File: src/rtl/chacha_pkg.sv
// Shared definitions for the ChaCha20 core arbiter and its keystream serializer.
package chacha_pkg;

    localparam int C_KEY_W   = 256;
    localparam int C_NONCE_W = 96;
    localparam int C_CTR_W   = 32;
    localparam int C_BLOCK_W = 512;

    // Arbiter FSM encoding; plain constants keep the encoding visible to
    // older tools and scripts that probe the state register.
    typedef logic [1:0] state_t;

    localparam state_t ST_IDLE  = 2'd0;
    localparam state_t ST_START = 2'd1;
    localparam state_t ST_WAIT  = 2'd2;
    localparam state_t ST_DRAIN = 2'd3;

endpackage

File: src/rtl/chacha_core_arbiter_ks_serializer.sv
// Holds one 512-bit keystream block and plays it out as 32-bit AXI-Stream
// words to whichever channel currently owns the core.
module ks_serializer
    import chacha_pkg::*;
#(
    parameter int C_DATA_WIDTH  = 32,
    parameter int C_BLOCK_WORDS = 16
) (
    input  logic                    i_aclk,
    input  logic                    i_areset,
    input  logic                    i_load,
    input  logic [C_BLOCK_W-1:0]    i_block,
    input  logic                    i_active,
    input  logic                    i_chan,
    input  logic                    m0_axis_tready,
    input  logic                    m1_axis_tready,
    output logic                    m0_axis_tvalid,
    output logic [C_DATA_WIDTH-1:0] m0_axis_tdata,
    output logic                    m0_axis_tlast,
    output logic                    m1_axis_tvalid,
    output logic [C_DATA_WIDTH-1:0] m1_axis_tdata,
    output logic                    m1_axis_tlast,
    output logic                    o_last_hs
);

    localparam int C_IDX_W = $clog2(C_BLOCK_WORDS);

    logic [C_BLOCK_W-1:0]    buf_q;
    logic [C_IDX_W-1:0]      idx_q;
    logic [C_DATA_WIDTH-1:0] word;
    logic                    last_word;
    logic                    hs;

    assign word      = buf_q[int'(idx_q) * C_DATA_WIDTH +: C_DATA_WIDTH];
    assign last_word = (idx_q == C_IDX_W'(C_BLOCK_WORDS - 1));
    assign hs        = i_active & (i_chan ? m1_axis_tready : m0_axis_tready);
    assign o_last_hs = hs & last_word;

    // Capture a fresh block from the core, then step through it one accepted word at a time.
    always_ff @(posedge i_aclk) begin
        if (i_areset) begin
            buf_q <= '0;
            idx_q <= '0;
        end else if (i_load) begin
            buf_q <= i_block;
            idx_q <= '0;
        end else if (hs) begin
            idx_q <= idx_q + C_IDX_W'(1);
        end
    end

    // Only the owning channel ever sees tvalid; data is shared, tlast is gated per channel.
    always_comb begin
        m0_axis_tvalid = i_active & ~i_chan;
        m1_axis_tvalid = i_active &  i_chan;
        m0_axis_tdata  = word;
        m1_axis_tdata  = word;
        m0_axis_tlast  = m0_axis_tvalid & last_word;
        m1_axis_tlast  = m1_axis_tvalid & last_word;
    end

endmodule

File: src/rtl/chacha_core_arbiter.sv
// Round-robin sharing of one ChaCha20 block core between the tx (ch0) and
// rx (ch1) keystream requesters.
//
//  state    | meaning
//  ---------+---------------------------------------------------------
//  IDLE     | waiting for a request; ready is offered combinationally
//  START    | one-cycle start pulse to the core, inputs already latched
//  WAIT     | core running, inputs held; done captures the block
//  DRAIN    | block being streamed as 16 words to the granted channel
module chacha_core_arbiter
    import chacha_pkg::*;
#(
    parameter int C_DATA_WIDTH  = 32,
    parameter int C_BLOCK_WORDS = 16
) (
    input  logic                    i_aclk,
    input  logic                    i_areset,
    input  logic [1:0]              s_req_valid,
    output logic [1:0]              s_req_ready,
    input  logic [C_CTR_W-1:0]      i_req_counter0,
    input  logic [C_CTR_W-1:0]      i_req_counter1,
    input  logic [C_KEY_W-1:0]      i_key0,
    input  logic [C_KEY_W-1:0]      i_key1,
    input  logic [C_NONCE_W-1:0]    i_nonce0,
    input  logic [C_NONCE_W-1:0]    i_nonce1,
    output logic                    o_core_start,
    output logic [C_KEY_W-1:0]      o_core_key,
    output logic [C_NONCE_W-1:0]    o_core_nonce,
    output logic [C_CTR_W-1:0]      o_core_counter,
    input  logic                    i_core_done,
    input  logic [C_BLOCK_W-1:0]    i_core_block,
    output logic                    m0_axis_tvalid,
    input  logic                    m0_axis_tready,
    output logic [C_DATA_WIDTH-1:0] m0_axis_tdata,
    output logic                    m0_axis_tlast,
    output logic                    m1_axis_tvalid,
    input  logic                    m1_axis_tready,
    output logic [C_DATA_WIDTH-1:0] m1_axis_tdata,
    output logic                    m1_axis_tlast,
    output logic                    o_busy,
    output logic                    o_grant
);

    state_t               state_q;
    logic                 last_grant_q;
    logic                 grant_q;
    logic [C_KEY_W-1:0]   key_q;
    logic [C_NONCE_W-1:0] nonce_q;
    logic [C_CTR_W-1:0]   ctr_q;

    logic                 sel;
    logic [1:0]           ready;
    logic                 accept;
    logic                 load;
    logic                 last_hs;

    // Pick the requester: a lone requester wins, contention goes to whoever was not served last.
    // Reset masks ready so a request coincident with reset is never accepted.
    always_comb begin
        sel   = (&s_req_valid) ? ~last_grant_q : s_req_valid[1];
        ready = '0;
        if (state_q == ST_IDLE && !i_areset) begin
            ready[sel] = s_req_valid[sel];
        end
        accept = |(ready & s_req_valid);
    end

    // Sequence the core and latch the accepted channel's inputs.
    always_ff @(posedge i_aclk) begin
        if (i_areset) begin
            state_q      <= ST_IDLE;
            last_grant_q <= 1'b1;
            grant_q      <= 1'b0;
            key_q        <= '0;
            nonce_q      <= '0;
            ctr_q        <= '0;
        end else begin
            case (state_q)
                ST_IDLE: begin
                    if (accept) begin
                        grant_q <= sel;
                        key_q   <= sel ? i_key1 : i_key0;
                        nonce_q <= sel ? i_nonce1 : i_nonce0;
                        ctr_q   <= sel ? i_req_counter1 : i_req_counter0;
                        state_q <= ST_START;
                    end
                end
                ST_START: state_q <= ST_WAIT;
                ST_WAIT: begin
                    if (i_core_done) begin
                        state_q <= ST_DRAIN;
                    end
                end
                ST_DRAIN: begin
                    if (last_hs) begin
                        last_grant_q <= grant_q;
                        state_q      <= ST_IDLE;
                    end
                end
                default: state_q <= ST_IDLE;
            endcase
        end
    end

    // A done pulse only matters while the core is actually running for us.
    assign load = (state_q == ST_WAIT) & i_core_done;

    ks_serializer #(
        .C_DATA_WIDTH  (C_DATA_WIDTH),
        .C_BLOCK_WORDS (C_BLOCK_WORDS)
    ) u_ks_serializer (
        .i_aclk         (i_aclk),
        .i_areset       (i_areset),
        .i_load         (load),
        .i_block        (i_core_block),
        .i_active       (state_q == ST_DRAIN),
        .i_chan         (grant_q),
        .m0_axis_tready (m0_axis_tready),
        .m1_axis_tready (m1_axis_tready),
        .m0_axis_tvalid (m0_axis_tvalid),
        .m0_axis_tdata  (m0_axis_tdata),
        .m0_axis_tlast  (m0_axis_tlast),
        .m1_axis_tvalid (m1_axis_tvalid),
        .m1_axis_tdata  (m1_axis_tdata),
        .m1_axis_tlast  (m1_axis_tlast),
        .o_last_hs      (last_hs)
    );

    assign s_req_ready    = ready;
    assign o_core_start   = (state_q == ST_START);
    assign o_core_key     = key_q;
    assign o_core_nonce   = nonce_q;
    assign o_core_counter = ctr_q;
    assign o_busy         = (state_q != ST_IDLE);
    assign o_grant        = grant_q;

endmodule

File: config.mk
export PLATFORM = sky130hd
export DESIGN_NAME = chacha_core_arbiter
export DESIGN_NICKNAME = d
export VERILOG_FILES = /design/src/rtl/chacha_pkg.sv /design/src/rtl/chacha_core_arbiter_ks_serializer.sv /design/src/rtl/chacha_core_arbiter.sv
export SDC_FILE = /design/constraint.sdc
export NUM_CORES = 2
export LEC_CHECK = 0
export ABC_AREA = 1
export ABC_CLOCK_PERIOD_IN_PS = 2100
export CAP_MARGIN = 20
export CORE_AREA = 2 2 684 686
export DETAILED_ROUTE_END_ITERATION = 16
export DIE_AREA = 0 0 686 688
export PLACE_DENSITY = 0.3
export SLEW_MARGIN = 20
export SYNTH_ARGS = -nofsm -noshare
export SYNTH_HDL_FRONTEND = slang
export SYNTH_HIERARCHICAL = 1
export SYNTH_SLANG_ARGS = --single-unit
export TNS_END_PERCENT = 50
File: constraint.sdc
create_clock -name i_aclk -period 2.1 [get_ports i_aclk]
set_clock_uncertainty 0.05 [all_clocks]
set_input_delay 0.21 -clock i_aclk [delete_from_list [all_inputs] [get_ports i_aclk]]
set_output_delay 0.21 -clock i_aclk [all_outputs]
set_load 0.01 [all_outputs]
==> results.txt <==
----------------------------------------------------
[Critical path]
  Cell-by-cell listing of the critical path ... buf_12 > buf_16 > buf_16 > buf_8 > nand2_1 > nand3_1 > nand2_2 > nand2_1 > nand2_1 > clkinv_1 > nand2_2 > buf_12 > buf_4
  Worst Path Arrival ... 2.82 ns
  CP most frequent cell ... sky130_fd_sc_hd__nand2_1
  Worst-path maximum fanout ... 6
  Delay of the slowest cell on the worst path ... 0.36 ns
  FF-to-FF Start ... state_q[1]
  Dominant delay contributor by cell family on the critical path ... buffers and inverters
  Critical Path Sink Type ... primary output
  Depth of the most critical reg-to-reg path ... 12
  Worst endpoint required time ... 1.84 ns
  Kind of start point of the critical path ... register
  Worst path bufs/invs ... 7
  Start point of the critical path ... u_ks_serializer/idx_q[0]
  Register-to-Register Setup Slack ... 0.02 ns
  Cell depth of the worst setup path ... 13
  Critical-path cell with the highest stage delay ... sky130_fd_sc_hd__dfxtp_4
  Crit path kind ... reg -> out

[STA]
  Slew at the pin closest to its max-slew limit ... 1.11 ns
  Slew Viols, Final ... 0
  Final min period ... 3.08 ns
  Worst hold slack ... 0.0541 ns
  RSZ-0062 raised after global routing ... true
  Max frequency ... 0.324 GHz
  Final setup slack of the worst path ... -0.983 ns
  Endpoints failing hold ... 0
  Max_slew headroom ... 26.3%
  Period utilization ... 147%
  Setup violations, final ... 76

[Power and ir drop]
  Clock group share of total power ... 29.7%
  Logic gate share of total power ... 41.0%
  Sw Ratio ... 39.6%
  P_leak ... 0.0364 uW
  Part of the power in registers ... 29.3%
  Total Power ... 84800 uW
  Internal power ... 51200 uW
  Maximum ir drop on the vdd rail ... 0.705 mV
  Switching power ... 33500 uW
  Power density over cell area ... 979 nW/um2

[Drt]
  Routed Wire Length ... 428 mm
  Number of remaining DRC errors ... 0
  Drt wl/cell ... 28.3 um
  Detailed-route vias per instance ... 3.57
  Routed vias ... 54000
  Number of nets with antenna violations after routing ... 0
  Total iterations of the first detailed-routing run ... 7
  Initial DRC count ... 3614

[Run]
  Number of maximum-capacitance constraint violations ... 0

[Synth]
  Post-Synthesis Mean Instance Area ... 6.81 um2
  Cell area after synthesis ... 40300 um2
  Commonest cells in the synthesized netlist ... sky130_fd_sc_hd__nand2_1, sky130_fd_sc_hd__o21ai_0, sky130_fd_sc_hd__dfxtp_1, sky130_fd_sc_hd__nand3_1, sky130_fd_sc_hd__inv_1
  Proportion of synthesized chip area in sequential cells ... 44.9%
  Main combinational cell family by area after synthesis ... simple AND/OR/NAND/NOR gates
  Number of distinct library cell variants in the gate-level netlist after synthesis ... 21
  Count of synthesis-stage warnings from yosys ... 6
  Number of flip-flops and latches in the synthesized netlist ... 904
  Share of flip-flops with an asynchronous set or reset ... 0%
  Biggest area contributors in the synthesized netlist ... sky130_fd_sc_hd__dfxtp_1, sky130_fd_sc_hd__o21ai_0, sky130_fd_sc_hd__nand2_1
  Post-synthesis cell count ... 5915
  Cell taking the most area after synthesis ... sky130_fd_sc_hd__dfxtp_1
  Simple-gate area share of the yosys netlist ... 23.3%
  Primary FF master, synth ... sky130_fd_sc_hd__dfxtp_1
  Synth Area in Compound Gates ... 20.1%
  Area share of xor/xnor cells in the synthesized design ... 0.0217%
  Most frequent cell after synthesis ... sky130_fd_sc_hd__nand2_1
  Adder-cell share of the synthesized area ... 0.186%
  Multiplexer share of the synthesized area ... 0%
  Post-synth net total ... 7208
  Number of synthesized flops with an enable pin ... 0
  Area fraction of the dominant cell type after synthesis ... 44.9%

[Global route]
  Overall fraction of global-route tracks in use ... 17.2%
  Global-route wire length before repair ... 542 mm
  Number of global-route vias before repair ... 54300
  Number of antenna violations at the first check in global routing ... 219
  Final global-route overflow total ... 0
  Maximum number of pins on one net before global-route repair ... 132

[Final layout]
  Layout-stage area growth over the synthesis result ... 115%
  Number of nets in the layout ... 10100
  Proportion of layout cells with a drive suffix above 1 ... 15.6%
  Post-layout utilization of the core ... 18.6%

[Placement]
  Detail Placement HPWL ... 352 mm
  Number of input and output port buffers inserted ... 1743
  Post-place setup slack ... -0.765 ns
  GP Congestion ... 0.926

[Status]
  Status ... complete, but fails checks
  Failing checks ... setup timing

[Die]
  Starting density of the core ... 8.67%
  FP Rows ... 251
  I/O Pins ... 1744
  Die Outline Area ... 472000 um2
  Horiz. Die Dim ... 686 um
  Core outline area ... 465000 um2
  Die Y ... 688 um

[Worst hold path]
  Startpoint of the tightest hold check path ... i_core_block[334]
  Worst hold path class ... in -> reg
  Cell depth of the worst hold path ... 3

[Clock network]
  Number of H-tree levels ... 4
  Insertion delay to the later sink of the worst-skew pair ... 0.87 ns
  Clock tree from TritonCTS ... yes
  Clk slew on worst S/H paths ... 0.06 ns
  Num CTS Buffers ... 142
  Clock sink total ... 904
  Clock root buffer master ... sky130_fd_sc_hd__clkbuf_16
  Number of buffers on the longest clock path ... 4

----------------------------------------------------
[placed cells by master, fill, tap and decap left out, drive strengths merged]
cell           instances
a21boi                 1
a21oi                486
buf                  745
bufbuf                 6
bufinv                 6
clkbuf               222
clkdlybuf4s15          9
clkdlybuf4s50       1449
clkinv                47
clkinvlp               6
dfxtp                904
diode                 42
dlygate4sd2           10
dlygate4sd3          826
dlymetal6s2s         178
ha                     6
inv                  593
nand2               1102
nand3                712
nor2                 450
nor3                   1
o21ai               1130
o21bai                 1
xor2                   1
[per-stage QoR]
step / cells / instance area, um2 / setup TNS, ns
CTS: 15000 / 84400 / -138.34
finish: 15100 / 86600 / -58.44
global placement: 13900 / 69000 / -310.82
global route: 15100 / 86500 / -73.25
detailed placement: 13900 / 69000 / -304.57
floorplan: 5915 / 40300 / 0
[worst paths after layout]
kind | endpoint
max | m0_axis_tdata[6]
min | u_ks_serializer/buf_q[334]
max reg2reg | u_ks_serializer/buf_q[354]
min reg2reg | u_ks_serializer/buf_q[102]
[kinds of logic after synthesis]
kind of cell | Yosys count
AO/OA/AOI/OAI | 1618
XOR/XNOR | 1
adder cells (fa/ha/maj) | 6
buffers and inverters | 1121
flip-flops | 904
AND/OR/NAND/NOR | 2265
[flip-flops by register name, summed over array words and instances (netlist names)]
name	flops
last_grant_q	1
u_ks_serializer/buf_q	512
o_core_nonce	96
o_grant	1
o_core_counter	32
o_core_key	256
state_q	2
u_ks_serializer/idx_q	4
[power groups by stage]
stage | logic [uW] | clock network, uW | registers, uW
2_1_floorplan | 9190 | 0 | 24700
3_3_place_gp | 31300 | 0 | 25100
3_5_place_dp | 31100 | 0 | 25100
4_1_cts | 34400 | 26200 | 24800
5_1_grt | 37000 | 26600 | 25300
6_report | 34700 | 25200 | 24900
[worst reg2reg max path, stage by stage, from the launching register on]
cell,delay (ns)
sky130_fd_sc_hd__dfxtp_2,0.34
sky130_fd_sc_hd__buf_6,0.11
sky130_fd_sc_hd__buf_4,0.11
sky130_fd_sc_hd__ha_4,0.13
sky130_fd_sc_hd__nand2_1,0.06
sky130_fd_sc_hd__inv_2,0.06
sky130_fd_sc_hd__buf_12,0.13
sky130_fd_sc_hd__clkinv_16,0.10
sky130_fd_sc_hd__buf_4,0.21
sky130_fd_sc_hd__buf_16,0.18
sky130_fd_sc_hd__o21ai_1,0.34
sky130_fd_sc_hd__buf_4,0.18
sky130_fd_sc_hd__a21oi_1,0.03
[layout make-up]
type	count	area [um2]
Antenna cell	42	105
Timing Repair inverter	1	20.0
Clock inverter	41	468
Tap cell	6198	7750
Fill cell	52400	378000
Timing Repair Buffer	3236	34200
Multi-Input combinational cell	3890	19300
Sequential cell	904	18200
Inverter	610	2440
Clock buffer	209	4230
[per-layer routing]
| metal | track usage (%) | vias to the layer above | wire (um) |
|---|---|---|---|
| met2 | 27.8 | 2033 | 191000 |
| met3 | 3.44 | 581 | 25500 |
| met4 | 4.35 | 20 | 14400 |
| met1 | 23.3 | 26300 | 197000 |
| met5 | 0 | - | 134 |
| li1 | - | 25000 | - |
[timing repair]
item / in CTS / in global routing
cloned: 20 / 12
hold endpoints to repair: 569 / 7
pin swaps: 90 / 85
endpoints found under the setup margin: 698 / 1048
hold buffers: 819 / 7
gates resized for setup: 620 / 575
buffers inserted: 50 / 42
Note: power is estimated with default switching activity, not from simulation.
